`config.mk`:
```
export PLATFORM = sky130hd
export DESIGN_NAME = pipe_stage_reg
export DESIGN_NICKNAME = d
export VERILOG_FILES = /design/src/rtl/pipe_stage_reg_pkg.sv /design/src/rtl/pipe_stage_reg_slot.sv /design/src/rtl/pipe_stage_reg.sv
export SDC_FILE = /design/constraint.sdc
export NUM_CORES = 1
export LEC_CHECK = 0
export CAP_MARGIN = 20
export CORE_MARGIN = 2
export CORE_UTILIZATION = 50
export DETAILED_ROUTE_END_ITERATION = 16
export GPL_TIMING_DRIVEN = 1
export PLACE_DENSITY = 0.88
export SYNTH_ARGS = -nofsm -noshare
export SYNTH_HDL_FRONTEND = slang
export SYNTH_SLANG_ARGS = --single-unit
```
`constraint.sdc`:
```
create_clock -name clk -period 4 [get_ports clk]
set_input_delay 0.8 -clock clk [delete_from_list [all_inputs] [get_ports clk]]
set_output_delay 0.8 -clock clk [all_outputs]
set_load 0.02 [all_outputs]
```
`src/rtl/pipe_stage_reg_pkg.sv`:
```
// Shared constants, slot operation codes and helpers for the pipe_stage_reg pipeline stage.
// The optional statistics counters are enabled with the PIPE_STAGE_STATS_EN macro.
package pipe_stage_reg_pkg;

  localparam int unsigned DATA_W_DEF = 32;
  localparam int unsigned PC_W_DEF   = 32;
  localparam int unsigned EXC_W_DEF  = 5;

  // Equivalents of `Exc_None and `Exc_Handler_PC from the legacy constants file
  localparam logic [4:0]  EXC_NONE_DEF   = 5'd0;
  localparam logic [31:0] HANDLER_PC_DEF = 32'h0000_4180;

  typedef enum logic [2:0] {
    SLOT_HOLD,
    SLOT_LOAD,
    SLOT_BUBBLE,
    SLOT_CLEAR,
    SLOT_REDIRECT
  } slot_op_e;

  function automatic logic [15:0] sat_inc16(input logic [15:0] value);
    return (value == 16'hFFFF) ? value : value + 16'd1;
  endfunction

endpackage

```
`src/rtl/pipe_stage_reg_slot.sv`:
```
// One {valid, pc, data, exc, bd} storage slot of the pipeline stage.
// The stage instantiates it twice: once for the main slot and once for the skid slot.
module pipe_stage_reg_slot
  import pipe_stage_reg_pkg::*;
#(
  parameter int unsigned          DATA_W     = DATA_W_DEF,
  parameter int unsigned          PC_W       = PC_W_DEF,
  parameter int unsigned          EXC_W      = EXC_W_DEF,
  parameter logic [EXC_W-1:0]     EXC_NONE   = EXC_W'(EXC_NONE_DEF),
  parameter logic [PC_W-1:0]      HANDLER_PC = PC_W'(HANDLER_PC_DEF)
) (
  input  logic              clk,
  input  logic              reset,
  input  slot_op_e          op_i,
  input  logic [PC_W-1:0]   pc_i,
  input  logic [DATA_W-1:0] data_i,
  input  logic [EXC_W-1:0]  exc_i,
  input  logic              bd_i,
  output logic              valid_o,
  output logic [PC_W-1:0]   pc_o,
  output logic [DATA_W-1:0] data_o,
  output logic [EXC_W-1:0]  exc_o,
  output logic              bd_o
);

  logic              valid_q, valid_d;
  logic [PC_W-1:0]   pc_q,    pc_d;
  logic [DATA_W-1:0] data_q,  data_d;
  logic [EXC_W-1:0]  exc_q,   exc_d;
  logic              bd_q,    bd_d;

  // A clear only drops valid, so the payload stays visible on the outputs
  always_comb begin
    valid_d = valid_q;
    pc_d    = pc_q;
    data_d  = data_q;
    exc_d   = exc_q;
    bd_d    = bd_q;
    case (op_i)
      SLOT_LOAD: begin
        valid_d = 1'b1;
        pc_d    = pc_i;
        data_d  = data_i;
        exc_d   = exc_i;
        bd_d    = bd_i;
      end
      SLOT_BUBBLE: begin
        valid_d = 1'b1;
        pc_d    = pc_i;
        data_d  = '0;
        exc_d   = EXC_NONE;
        bd_d    = 1'b0;
      end
      SLOT_CLEAR: begin
        valid_d = 1'b0;
      end
      SLOT_REDIRECT: begin
        valid_d = 1'b0;
        pc_d    = HANDLER_PC;
        data_d  = '0;
        exc_d   = EXC_NONE;
        bd_d    = 1'b0;
      end
      default: ;
    endcase
  end

  always_ff @(posedge clk) begin
    if (reset) begin
      valid_q <= 1'b0;
      pc_q    <= '0;
      data_q  <= '0;
      exc_q   <= EXC_NONE;
      bd_q    <= 1'b0;
    end else begin
      valid_q <= valid_d;
      pc_q    <= pc_d;
      data_q  <= data_d;
      exc_q   <= exc_d;
      bd_q    <= bd_d;
    end
  end

  assign valid_o = valid_q;
  assign pc_o    = pc_q;
  assign data_o  = data_q;
  assign exc_o   = exc_q;
  assign bd_o    = bd_q;

endmodule

```
`src/rtl/pipe_stage_reg.sv`:
```
// Generic MIPS pipeline stage register with valid/ready handshake and a 2-entry skid buffer.
// Define PIPE_STAGE_STATS_EN to build the saturating stall/bubble statistics counters.
module pipe_stage_reg
  import pipe_stage_reg_pkg::*;
#(
  parameter int unsigned          DATA_W     = DATA_W_DEF,
  parameter int unsigned          PC_W       = PC_W_DEF,
  parameter int unsigned          EXC_W      = EXC_W_DEF,
  parameter logic [EXC_W-1:0]     EXC_NONE   = EXC_W'(EXC_NONE_DEF),
  parameter logic [PC_W-1:0]      HANDLER_PC = PC_W'(HANDLER_PC_DEF)
) (
  input  logic              clk,
  input  logic              reset,
  input  logic              Req,
  input  logic              flush,
  input  logic              in_valid,
  output logic              in_ready,
  input  logic [PC_W-1:0]   in_pc,
  input  logic [DATA_W-1:0] in_data,
  input  logic [EXC_W-1:0]  in_exc,
  input  logic              in_bd,
  output logic              out_valid,
  input  logic              out_ready,
  output logic [PC_W-1:0]   out_pc,
  output logic [DATA_W-1:0] out_data,
  output logic [EXC_W-1:0]  out_exc,
  output logic              out_bd,
  output logic [15:0]       stat_stall,
  output logic [15:0]       stat_bubble
);

  logic              skidValid;
  logic [PC_W-1:0]   skidPc;
  logic [DATA_W-1:0] skidData;
  logic [EXC_W-1:0]  skidExc;
  logic              skidBd;

  logic              accept, drain;
  slot_op_e          mainOp, skidOp, entryOp;
  logic [PC_W-1:0]   mainPcIn;
  logic [DATA_W-1:0] mainDataIn;
  logic [EXC_W-1:0]  mainExcIn;
  logic              mainBdIn;

  // in_ready comes straight from the skid flop, so stall never ripples upstream combinationally
  assign in_ready = ~skidValid;
  assign accept   = in_valid & in_ready;
  assign drain    = out_valid & out_ready;
  assign entryOp  = flush ? SLOT_BUBBLE : SLOT_LOAD;

  always_comb begin
    mainOp = SLOT_HOLD;
    skidOp = SLOT_HOLD;
    if (Req) begin
      mainOp = SLOT_REDIRECT;
      skidOp = SLOT_CLEAR;
    end else if (skidValid) begin
      if (drain) begin
        mainOp = SLOT_LOAD;
        skidOp = SLOT_CLEAR;
      end
    end else if (!out_valid || drain) begin
      if (accept) begin
        mainOp = entryOp;
      end else if (drain) begin
        mainOp = SLOT_CLEAR;
      end
    end else if (accept) begin
      skidOp = entryOp;
    end
  end

  // A full skid slot always refills main first; otherwise main takes the upstream entry
  always_comb begin
    mainPcIn   = in_pc;
    mainDataIn = in_data;
    mainExcIn  = in_exc;
    mainBdIn   = in_bd;
    if (skidValid) begin
      mainPcIn   = skidPc;
      mainDataIn = skidData;
      mainExcIn  = skidExc;
      mainBdIn   = skidBd;
    end
  end

  pipe_stage_reg_slot #(
    .DATA_W    (DATA_W),
    .PC_W      (PC_W),
    .EXC_W     (EXC_W),
    .EXC_NONE  (EXC_NONE),
    .HANDLER_PC(HANDLER_PC)
  ) u_main (
    .clk    (clk),
    .reset  (reset),
    .op_i   (mainOp),
    .pc_i   (mainPcIn),
    .data_i (mainDataIn),
    .exc_i  (mainExcIn),
    .bd_i   (mainBdIn),
    .valid_o(out_valid),
    .pc_o   (out_pc),
    .data_o (out_data),
    .exc_o  (out_exc),
    .bd_o   (out_bd)
  );

  pipe_stage_reg_slot #(
    .DATA_W    (DATA_W),
    .PC_W      (PC_W),
    .EXC_W     (EXC_W),
    .EXC_NONE  (EXC_NONE),
    .HANDLER_PC(HANDLER_PC)
  ) u_skid (
    .clk    (clk),
    .reset  (reset),
    .op_i   (skidOp),
    .pc_i   (in_pc),
    .data_i (in_data),
    .exc_i  (in_exc),
    .bd_i   (in_bd),
    .valid_o(skidValid),
    .pc_o   (skidPc),
    .data_o (skidData),
    .exc_o  (skidExc),
    .bd_o   (skidBd)
  );

`ifdef PIPE_STAGE_STATS_EN
  logic [15:0] statStall_q, statStall_d;
  logic [15:0] statBubble_q, statBubble_d;

  // Req discards the accept, so a flush in the same cycle produces no bubble
  always_comb begin
    statStall_d  = statStall_q;
    statBubble_d = statBubble_q;
    if (out_valid && !out_ready) statStall_d = sat_inc16(statStall_q);
    if (accept && flush && !Req) statBubble_d = sat_inc16(statBubble_q);
  end

  always_ff @(posedge clk) begin
    if (reset) begin
      statStall_q  <= '0;
      statBubble_q <= '0;
    end else begin
      statStall_q  <= statStall_d;
      statBubble_q <= statBubble_d;
    end
  end

  assign stat_stall  = statStall_q;
  assign stat_bubble = statBubble_q;
`else
  assign stat_stall  = '0;
  assign stat_bubble = '0;
`endif

endmodule

```
==> results.sh <==
export IMPL_p_leak_uw=0.00328
export IMPL_synth_async_sr_flop_share_pct=0
export IMPL_seqPwrFrac_pct=38.2
export IMPL_initial_core_util_pct=51.4
export IMPL_hpwl_mm=9.47
export IMPL_postCtsHoldBufs=0
export IMPL_clk_path_buf_depth=2
export IMPL_worstSetupPathType="input port to flop"
export IMPL_drv_slew=0
export IMPL_dp_slack_ns=0.805
export IMPL_setup_tns_ns=0
export IMPL_fillers=890
export IMPL_final_util_pct=69.1
export IMPL_hold_violations=0
export IMPL_nNetsFinal=845
export IMPL_irDropWorstVdd_mv=0.338
export IMPL_p_clk_share_pct=45.7
export IMPL_wl_per_cell_um=16.0
export IMPL_setup_viol=0
export IMPL_layout_setup_ws_ns=1.14
export IMPL_place_congestion=0.770
export IMPL_cts_inserted_buffers=17
export IMPL_syn_cell_area_sq_um=6200
export IMPL_grt_start_max_net_pins=81
export IMPL_skew_ns=0.00515
export IMPL_synth_warnings=0
export IMPL_power_density_nw_per_um2=488
export IMPL_synth_seq_cells=142
export IMPL_yosysSeqAreaShare_pct=45.8
export IMPL_comb_power_share_pct=16.1
export IMPL_die_y_um=115
export IMPL_rows=40
export IMPL_wl_mm=15.1
export IMPL_hp_class="flop to flop"
export IMPL_whs_path_depth=2
export IMPL_max_freq_ghz=0.350
export IMPL_vias=4997
export IMPL_r2r_cells=9
export IMPL_io_pins=180
export IMPL_dieArea_sq_um=13300
export IMPL_cp_max_fo=37
export IMPL_cts_tree="built"
export IMPL_period_share_pct=71.5
export IMPL_clk_latency_ns=0.41
export IMPL_rsz0062_at_grt="false"
export IMPL_drc_errors=0
export IMPL_clk_pin_slew_ns=0.06
export IMPL_clock_sinks=142
export IMPL_final_common_cell="clkdlybuf4s50_1"
export IMPL_core_sq_um=12100
export IMPL_ant_nets=0
export IMPL_area_growth_syn_to_layout_pct=34.4
export IMPL_synth_ff_type="dfxtp_1"
export IMPL_min_period_ns=2.86
export IMPL_worstPathRequired_ns=4.34
export IMPL_htreeDepth=4
export IMPL_drtIter0Drc=431
export IMPL_p_switching_uw=998
export IMPL_grt_pass1_wl_mm=23.7
export IMPL_portBuffers=147
export IMPL_synth_avg_cell_area_sq_um=9.63
export IMPL_yosys_top_cells_area="dfxtp_1 (46%), mux2i_1 (10%), nor2_1 (8.3%)"
export IMPL_overflow=0
export IMPL_dpl_cell_area_sq_um=7610
export IMPL_root_buffer="clkbuf_16"
export IMPL_sw_frac_of_total_pct=24.5
export IMPL_synth_cells=644
export IMPL_p_int_uw=3070
export IMPL_max_cap_violations=0
export IMPL_crit_chain="clkdlybuf4s50_1, nand2_1, o31ai_1, a21o_1, ha_4, nor2b_2, buf_4, a21oi_1, nor2_1"
export IMPL_drive_above_1_share_pct=12.5
export IMPL_tightestPinTransition_ns=1.11
export IMPL_first_pass_iters=5
export IMPL_grt_antenna_before_repair=0
export IMPL_synth_top_area_share_pct=45.8
export IMPL_grt_pass1_vias=4893
export IMPL_slowest_stage="clkdlybuf4s50_1"
export IMPL_track_usage_pct=22.6
export IMPL_yosys_cell_types_count=30
export IMPL_status="complete, no violations"
export IMPL_cts_resized=0
export IMPL_yosys_area_top_type="dfxtp_1"
export IMPL_vias_per_cell=5.28
export IMPL_synth_edff_count=0
export IMPL_slew_headroom_pct=26.0
export IMPL_mostFrequentLayoutCells="clkdlybuf4s50_1 (146), dfxtp_1 (141), nor2_1 (138), mux2i_1 (64), a21oi_1 (42)"
export IMPL_fin_area_sq_um=8340
export IMPL_power_uw=4070
export IMPL_postCtsSetupRepairBufs=0
export IMPL_startpoint_type="input port"
export IMPL_die_w_um=115
export IMPL_slowest_delay_ns=0.49
export IMPL_antenna_cells=0
export IMPL_worstPathArrival_ns=3.20
export IMPL_end_kind="flop"
==> kinds of logic after synthesis <==
family,count (synthesis),share of synthesized area [%]
AOI/OAI and AO/OA,119,14.7
adders and majority gates,3,0.605
DFF,142,45.8
other,1,0.0604
buffers and inverters,88,8.25
muxes,102,17.2
and+or+nand+nor,189,13.4
==> worst max-delay path: cells and delay by family <==
| kind | cells | cell delay, ns |
|---|---|---|
| buffers and inverters | 2 | 0.86 |
| AO/OA/AOI/OAI | 3 | 0.68 |
| AND/OR/NAND/NOR | 3 | 0.44 |
| adder cells (fa/ha/maj) | 1 | 0.40 |
==> flip-flops by register name (all words and copies together) (netlist names), 5 cells and up <==
| signal | count |
|---|---|
| u_main.exc_o | 5 |
| u_main.data_o | 32 |
| u_skid.pc_o | 32 |
| u_skid.exc_o | 5 |
| u_main.pc_o | 32 |
| u_skid.data_o | 32 |
==> metal layers <==
metal  vias to the layer above  global-route usage, %  routed length (um)
met1                      2387                   26.5                6030
met3                        19                   7.59                1240
met5                         -                      0                   0
met2                       203                   38.4                7680
li1                       2388                      -                   -
met4                         0                   8.11                 170
==> per-stage QoR <==
step	instances	hold WS, ns
global route	947	0.500
global placement	914	0.452
detailed placement	914	0.458
CTS	946	0.468
finish	947	0.468
floorplan	675	0.442
==> power groups by stage <==
stage	Combinational [uW]	Clock, uW	Sequential (uW)
2_1_floorplan	413	0	1610
4_1_cts	653	1890	1550
6_report	656	1860	1550
3_5_place_dp	643	0	1580
3_3_place_gp	623	0	1570
5_1_grt	708	1950	1560
==> cells in the mapped netlist, types with 2 or more instances <==
cell / n
nor3_1: 3
nor2b_1: 39
mux2i_1: 64
buf_4: 40
mux2_1: 12
dfxtp_1: 142
a211oi_2: 20
mux2_2: 26
inv_1: 3
nand2b_1: 3
a22oi_1: 38
nor2_1: 138
clkbuf_1: 18
a211oi_1: 9
buf_2: 25
a21o_1: 2
a311oi_2: 3
a21oi_1: 42
nand2_1: 2
or2_1: 2
ha_1: 3
o31ai_1: 2
==> worst paths after layout <==
path,to,startpoint,slack [ns]
max reg2reg,u_skid.bd_o,u_skid.valid_o,1.64
min,u_skid.data_o[23],u_skid.data_o[23],0.47
max,u_skid.bd_o,in_valid,1.14
min reg2reg,u_skid.data_o[23],u_skid.data_o[23],0.47
==> area by class of cell <==
cell class / count / area [sq um] / share of cell area (%)
Inverter: 4 / 15.0 / 0.180
Multi-Input combinational cell: 445 / 3000 / 35.9
Clock buffer: 22 / 505 / 6.06
Clock inverter: 10 / 203 / 2.43
Sequential cell: 142 / 2850 / 34.1
Tap cell: 168 / 210 / 2.52
Timing Repair Buffer: 156 / 1560 / 18.7
(Power assumes the default switching activity.)
==> RTL edit (config.mk and constraints unchanged) <==
`DATA_W_DEF`: 32 -> 24.
--- a/src/rtl/pipe_stage_reg_pkg.sv
+++ b/src/rtl/pipe_stage_reg_pkg.sv
@@ -4,3 +4,3 @@
 
-  localparam int unsigned DATA_W_DEF = 32;
+  localparam int unsigned DATA_W_DEF = 24;
   localparam int unsigned PC_W_DEF   = 32;
Interface: changed (resized in_data and out_data); port bits go from 180 to 164. The function was not compared with the original's and may differ.
==> RTL edit against the unedited design <==
Sequential share of layout area shrank 2.3 points. Clock skew grew 3.6 ps. Synthesized cell count grew 4.2%. Wire length shrank 1.3%. Critical path depth shrank 4. Sequential cell count shrank 16. Cell count grew 0.42%. Core utilization shrank 3.3 points. Worst setup slack gained 190 ps. Synthesized area grew 0.10%. Combinational power shrank 12%. Design area shrank 4.8%. Total power shrank 19%. Critical path type unchanged.
==> RTL edit: results (changes against the unedited design) <==
[status]
status=finished clean

[critical_path]
arrival_ps=2980  ; -220 ps
path_max_fanout=35  ; -5.4%

[power]
ir_drop_mv=0.198  ; -41%
leakage_nw=3.32  ; +1.1%

[sta]
relSlewSlack_pct=34.8  ; +8.9 points
fin_skew_ps=8.78  ; +3.63 ps

[placed_design]
gp_congestion=0.780  ; +1.3%
dp.cells=920  ; +0.66%
numPortBuffers=131  ; -11%
pre_cts_slack_ps=948  ; +143 ps
hpwl_um=9570  ; +1.0%

[routing]
firstDrtPassIters=4  ; -1
wl_um=14900  ; -1.3%
drt-initial-drc-count=296  ; -31%
viasPerCell=5.21  ; -1.3%

[cts]
clock_latency_ps=410  ; about the same

[yosys]
yosysUniqueCellTypes=28  ; -6.7%
synth.avg_cell_area_um2=9.26  ; -3.9%
synth_commonest_cells=126 x dfxtp_1, 120 x mux2i_1, 68 x nor2_1
ys_async_sr_fraction_pct=0  ; unchanged
yosys.area.top_type_share_pct=40.6  ; -5.2 points
ys_seq_area_share_pct=40.6  ; -5.2 points

[cells_and_area]
instances_no_fill=951  ; +0.42%
final_layout_size_suffix_gt1_share_pct=13.4  ; +0.96 points
antennaDiodeCount=0  ; unchanged
final_nets=842  ; -0.36%
fillCellCount=979  ; +10%

[grt]
grt_max_degree=65  ; -20%
grt_pass1_wl_um=23500  ; -0.84%
grt.total_usage_pct=22.2  ; -0.33 points
grt_pass1_vias=4990  ; +2.0%

[min_path]
hold_class=reg2reg

## RTL edit: cell count changes in the layout (fill, tap and decap cells not counted), sizes merged, moves of 8 or more
cell / delta
a211oi: -29
a21oi: -9
a22oi: -38
clkdlybuf4s50: -17
dfxtp: -16
mux2i: +56
nand2: +57
nor2: -70
nor3b: +26
o211ai: +8
o21ai: +26
or2: +24
## RTL edit: power breakdown
group	total [mW]	internal (mW)	switching, mW
Clock	1.37	0.844	0.522
Sequential	1.37	1.33	0.0373
Combinational	0.576	0.273	0.302
## RTL edit: routing by layer
metal / global-route usage [%] / part of all wire (%) / vias to the layer above / wire length, µm
li1: - / - / 2408 / -
met1: 26.5 / 43 / 2369 / 6390
met2: 39.0 / 51 / 152 / 7560
met3: 4.13 / 4.4 / 24 / 661
met4: 9.80 / 2.1 / 0 / 309
met5: 0 / 0 / - / 0
## RTL edit: worst paths after layout
| check | startpoint | endpoint | slack, ps | depth (start not counted) |
|---|---|---|---|---|
| setup / recovery | out_ready | u_main.data_o[23] | 1330 | 5 |
| hold / removal | u_main.pc_o[25] | u_main.pc_o[25] | 450 | 2 |
| setup reg to reg | u_skid.valid_o | u_main.data_o[23] | 1440 | 4 |
| hold reg to reg | u_main.pc_o[25] | u_main.pc_o[25] | 450 | 2 |
## RTL edit: cells by family after synthesis
| family | count (synthesis) | synth area share [%] |
|---|---|---|
| compound gates | 78 | 7.29 |
| fa+ha+maj | 3 | 0.604 |
| buf+inv | 91 | 8.60 |
| flops | 126 | 40.6 |
| mux | 153 | 25.3 |
| other cells | 1 | 0.0604 |
| simple gates | 219 | 17.5 |
## RTL edit: per-stage QoR
stage          area, µm²  util, %
6_report            7940     65.9
5_1_grt             7940     65.9
3_5_place_dp        7410     61.5
4_1_cts             7940     65.9
2_1_floorplan       6330        -
3_3_place_gp        7410     61.5
## RTL edit: final cells by class
type | count | share of cell area (%)
multi-input combinational | 485 | 41.5
tap | 168 | 2.65
clock buffer | 23 | 6.14
clock inverter | 8 | 0.504
timing repair buffer | 138 | 17.2
inverter | 3 | 0.142
sequential | 126 | 31.8
## RTL edit: worst max-delay path: stages
cell and delay (ps):
clkdlybuf4s50_1 510, nor2b_2 210, buf_4 360, a2111o_2 780, mux2i_1 300
